File: config.mk
export PLATFORM = sky130hd
export DESIGN_NAME = grf_wb_queue
export DESIGN_NICKNAME = d
export VERILOG_FILES = /design/src/rtl/grf_wb_queue.sv
export SDC_FILE = /design/constraint.sdc
export NUM_CORES = 1
export LEC_CHECK = 0
export ABC_CLOCK_PERIOD_IN_PS = 6440
export CAP_MARGIN = 10
export CORE_ASPECT_RATIO = 1.25
export CORE_UTILIZATION = 40
export DETAILED_ROUTE_END_ITERATION = 10
export GPL_TIMING_DRIVEN = 0
export RECOVER_POWER = 100
export SLEW_MARGIN = 30
export SYNTH_ARGS = -nofsm -noshare
export SYNTH_HDL_FRONTEND = slang
export SYNTH_SLANG_ARGS = --single-unit
File: constraint.sdc
create_clock -name Clk -period 6.44 [get_ports Clk]
set_input_delay 1.288 -clock Clk [delete_from_list [all_inputs] [get_ports Clk]]
set_output_delay 1.288 -clock Clk [all_outputs]
set_load 0.02 [all_outputs]
File: src/rtl/grf_wb_queue.sv
// Writeback queue in front of the GRF write port: in-order drain, one write per
// cycle, with youngest-value lookup so GRF readers can forward queued data.

module grf_wb_lookup #(
    parameter int DEPTH = 4,
    parameter int PTR_W = 2
) (
    input  logic [DEPTH-1:0][4:0]  ent_a3,
    input  logic [DEPTH-1:0][31:0] ent_wd,
    input  logic [DEPTH-1:0]       ent_vld,
    input  logic [PTR_W-1:0]       rd_ptr,
    input  logic [4:0]             q_a,
    output logic                   hit,
    output logic [31:0]            data
);
    logic [PTR_W-1:0] idx;

    // Scan oldest to youngest; valid entries are contiguous from rd_ptr, so the
    // last match seen is the youngest pending write.
    always_comb begin
        hit  = 1'b0;
        data = '0;
        idx  = '0;
        for (int k = 0; k < DEPTH; k++) begin
            idx = rd_ptr + PTR_W'(k);
            if ((q_a != 5'd0) && ent_vld[idx] && (ent_a3[idx] == q_a)) begin
                hit  = 1'b1;
                data = ent_wd[idx];
            end
        end
    end
endmodule

module grf_wb_queue #(
    parameter int DEPTH = 4,
    parameter int PTR_W = 2
) (
    input  logic             Clk,
    input  logic             Reset,
    input  logic             in_valid,
    output logic             in_ready,
    input  logic [4:0]       in_a3,
    input  logic [31:0]      in_wd,
    input  logic [31:0]      in_pc,
    input  logic             wb_hold,
    output logic             WE,
    output logic [4:0]       A3,
    output logic [31:0]      WD,
    output logic [31:0]      WPC,
    input  logic [4:0]       q1_a,
    output logic             q1_hit,
    output logic [31:0]      q1_data,
    input  logic [4:0]       q2_a,
    output logic             q2_hit,
    output logic [31:0]      q2_data,
    output logic [PTR_W:0]   count
);
    localparam int NUM_LK = 2;
    localparam logic [PTR_W:0] FULL_CNT = DEPTH[PTR_W:0];

    logic [PTR_W-1:0]       rd_ptr, wr_ptr;
    logic [PTR_W:0]         cnt;
    logic [DEPTH-1:0]       vld;
    logic [DEPTH-1:0][4:0]  a3_q;
    logic [DEPTH-1:0][31:0] wd_q;
    logic [DEPTH-1:0][31:0] pc_q;

    logic has_head, pop, push_acc, push_wr;

    assign has_head = (cnt != '0);
    assign in_ready = (cnt < FULL_CNT);
    assign WE       = has_head && !wb_hold;
    assign pop      = WE;
    assign push_acc = in_valid && in_ready;
    // Writes to $0 complete the handshake but are dropped.
    assign push_wr  = push_acc && (in_a3 != 5'd0);

    assign A3    = has_head ? a3_q[rd_ptr] : '0;
    assign WD    = has_head ? wd_q[rd_ptr] : '0;
    assign WPC   = has_head ? pc_q[rd_ptr] : '0;
    assign count = cnt;

    always_ff @(posedge Clk or negedge Reset) begin
        if (!Reset) begin
            rd_ptr <= '0;
            wr_ptr <= '0;
            cnt    <= '0;
            vld    <= '0;
        end else begin
            if (pop) begin
                rd_ptr      <= rd_ptr + 1'b1;
                vld[rd_ptr] <= 1'b0;
            end
            if (push_wr) begin
                wr_ptr      <= wr_ptr + 1'b1;
                vld[wr_ptr] <= 1'b1;
            end
            case ({push_wr, pop})
                2'b10:   cnt <= cnt + 1'b1;
                2'b01:   cnt <= cnt - 1'b1;
                default: cnt <= cnt;
            endcase
        end
    end

    // Payload needs no reset: vld/cnt gate every use of it.
    always_ff @(posedge Clk) begin
        if (push_wr) begin
            a3_q[wr_ptr] <= in_a3;
            wd_q[wr_ptr] <= in_wd;
            pc_q[wr_ptr] <= in_pc;
        end
    end

    logic [NUM_LK-1:0][4:0]  lk_a;
    logic [NUM_LK-1:0]       lk_hit;
    logic [NUM_LK-1:0][31:0] lk_data;

    assign lk_a = {q2_a, q1_a};

    for (genvar p = 0; p < NUM_LK; p++) begin : g_lk
        grf_wb_lookup #(.DEPTH(DEPTH), .PTR_W(PTR_W)) u_lk (
            .ent_a3  (a3_q),
            .ent_wd  (wd_q),
            .ent_vld (vld),
            .rd_ptr  (rd_ptr),
            .q_a     (lk_a[p]),
            .hit     (lk_hit[p]),
            .data    (lk_data[p])
        );
    end

    assign q1_hit  = lk_hit[0];
    assign q1_data = lk_data[0];
    assign q2_hit  = lk_hit[1];
    assign q2_data = lk_data[1];
endmodule

==> run_results.csv <==
group,metric,value,unit
outcome,status,"finished with violations",
outcome,failed_checks,"max-capacitance violations, max-slew violations",
yosys,yosys_warnings,0,
timing,timing.final.crit_period,6.224,ns
timing,fin_setup_tns,0,ns
yosys,ys_types,51,
routing,firstDrtPassIters,5,
routing,wl_met1,18.50,mm
grt,grt_overflow,0,
final_layout,postLayoutCoreUtil,0.5076,
timing,slew_violations,175,
clocking,clkLatencyLatePin,0.57,ns
yosys,synthTopCellsByArea,"edfxtp_1, mux4_2, nor2b_1, xnor2_1, a21oi_1",
yosys,yosys_most_used_dff,"edfxtp_1",
critical_path,r2r_slack,1.70,ns
timing,setup_viol,0,
yosys,synth_edf_count,276,
timing,relSlewSlack,-0.5373,
critical_path,cp_max_fo,10,
min_path,holdPathStages,1,
clocking,cts_buffers,29,
yosys,ys_async_sr_fraction,0.03833,
final_layout,finalNetCount,1455,
timing,max_slew.worst_pin.slew,2.306,ns
yosys,synth_common_cells,"edfxtp_1, mux4_2, nor2_1",
floorplan,die_w,183.5,µm
critical_path,rr_worst_depth,5,
final_layout,layout-drive-gt1-share,0.2292,
min_path,min_from,"count[0]",
yosys,seq_area_frac_synth,0.5197,
routing,drtIter0Drc,1135,
yosys,synth_top_cell_by_area,"edfxtp_1",
routing,route.detailed.drc,0,
clocking,cts_tree,"built",
final_layout,areaGrowthSynthToFinish,24.23,%
critical_path,end_kind,"output port",
critical_path,path_class,"register to output port",
floorplan,io_pins,223,
floorplan,fp.dieH,228.9,µm
timing,hold_viol_final,0,
clocking,postCtsHoldBufs,0,
timing,rsz0062_at_grt,"true",
critical_path,critPathArrivalTime,4.94,ns
yosys,synth_top_area_frac,0.5030,
routing,drtAntennaViolNets,0,
yosys,synth_area,0.01648,mm²
clocking,clk_pin_slew,0.06,ns
power_and_ir_drop,p_leak,6.982,nW
clocking,cts_buffer_depth,3,
floorplan,num_rows,82,
yosys,syn_area_per_cell,14.88,µm²
timing,timing.final.crit_share,0.9665,
floorplan,core,0.04032,mm²
floorplan,initial_utilization,0.4086,
routing,viasPerCell,6.088,
routing,top_layer,"met5",
routing,vias,11750,
yosys,yosysMostFrequentCell,"edfxtp_1",
timing,hold_ws,0.5249,ns
critical_path,r2r-end,"pc_q[75]",
critical_path,cp.required,5.15,ns
grt,grt_pass1_wl,74.05,mm
clocking,h-tree-depth,1,
critical_path,crit-reg2reg-launch,"count[2]",
grt,antenna_found_initial,6,
power_and_ir_drop,ir_drop,0.2790,mV
clocking,cts_root_buffer,"clkbuf_16",
floorplan,die_area,0.04201,mm²
yosys,syn_nets,1200,
routing,routedWlPerCell,25.70,µm
yosys,ys_ff_latch,287,
grt,grt_max_degree,34,
routing,met2_length,24.79,mm
min_path,hold_path_class,"register to register",
critical_path,start_kind,"register",
routing,wl_met3,4.521,mm
grt,track_usage,0.2371,
timing,fmax,0.1607,GHz
placement,place_congestion,0.8845,
job,cap_violations,7,
power_and_ir_drop,p_per_area,499.4,mW/mm²
timing,finClkSkew,0.01179,ns
min_path,min_to,"count[0]",
yosys,synth_cells,1107,
clocking,clock-sinks,287,
routing,wl,49.60,mm
grt,grt_pass1_vias,11950,
placement,port_buffers,212,
placement,dp_hpwl,34.72,mm
layer usage:
metal,vias to the layer above,global-route usage
li1,5015,-
met1,5961,0.2921
met2,643,0.3997
met3,121,0.05784
met4,10,0.09193
met5,-,0
critical path, stage by stage, from the launching register on:
cell and delay (ns):
dfrtp_2 0.47, buf_6 0.21, buf_6 0.19, clkinvlp_4 0.17, ha_1 0.31, clkbuf_4 0.21
mux4_2 0.59, xnor2_2 0.18, and3_1 0.18, buf_2 0.17, buf_2 0.22, clkbuf_4 0.24
a21boi_0 0.22, o211ai_1 0.11, a21oi_1 0.23, clkdlybuf4s50_1 0.65
logic make-up (layout without fill, tap and decap cells):
family                   count (synthesis)  in the layout  synth area share
flip-flops                             287            287            0.5197
AND/OR/NAND/NOR                        250            250           0.07769
AO/OA/AOI/OAI                          206            206           0.08748
multiplexers                           188            188            0.2519
buffers and inverters                  123            399           0.03228
XOR/XNOR                                43             43           0.02286
adder cells (fa/ha/maj)                 10             10          0.008050
other                                    0              1                 0
cell type report:
class	instances	area (µm²)
Antenna cell	1	2.502
Buffer	106	563.0
Clock buffer	37	755.7
Clock inverter	15	175.2
Fill cell	3443	19850
Inverter	15	60.06
Multi-Input combinational cell	697	7481
Sequential cell	287	8564
Tap cell	546	683.2
Timing Repair Buffer	226	2182
worst max-delay path by stage:
| stage | from | to | slack [ns] | cells after the start |
|---|---|---|---|---|
| after global placement | rd_ptr[1] | q1_data[28] | -1.58 | 16 |
| after floorplan | rd_ptr[1] | q1_data[31] | 0.74 | 15 |
| after detailed placement | rd_ptr[1] | q1_data[28] | -1.29 | 16 |
| after global routing | rd_ptr[0] | q1_data[21] | -0.04 | 15 |
| final | rd_ptr[0] | q1_data[21] | 0.22 | 15 |
| after CTS | rd_ptr[0] | q2_data[4] | -0.05 | 13 |
where the power goes:
part	switching [mW]	leakage [nW]	internal, mW	total (mW)
Clock	0.694	0.452	0.984	1.68
Combinational	3.28	3.89	2.76	6.04
Sequential	0.149	2.64	2.36	2.51
Total	4.12	6.98	6.10	10.2
through the flow:
stage | power (mW) | worst slack [ns] | cells | area, µm²
finish | 10.22 | 0.2157 | 1930 | 20470
global placement | 8.514 | -1.581 | 1865 | 19280
floorplan | 6.417 | 0.7393 | 1107 | 16480
global route | 10.70 | -0.04324 | 1929 | 20460
CTS | 10.28 | -0.05258 | 1926 | 20520
detailed placement | 8.564 | -1.290 | 1874 | 19470
flip-flops by register name (all words and copies together) (netlist names):
register and flops:
count 3, a3_q 20, vld 4, pc_q 128, rd_ptr 2, wd_q 128, wr_ptr 2
repair_timing:
action | 4_1_cts | 5_1_grt
gates resized for setup | 81 | 21
endpoints found under the setup margin | 66 | 56
setup buffers | 2 | 3
pin swaps | 1 | 2
cell usage in the layout, fill, tap and decap left out, types with 31 or more instances in the layout:
master	instances
xnor2_1	38
clkbuf_1	55
nand2_1	45
buf_2	32
a21oi_1	57
clkdlybuf4s50_1	96
dlygate4sd3_1	78
nor2_1	73
nor2b_1	64
edfxtp_1	276
mux4_2	181
a221oi_1	31
No activity file was read; power rests on OpenSTA's default activity.
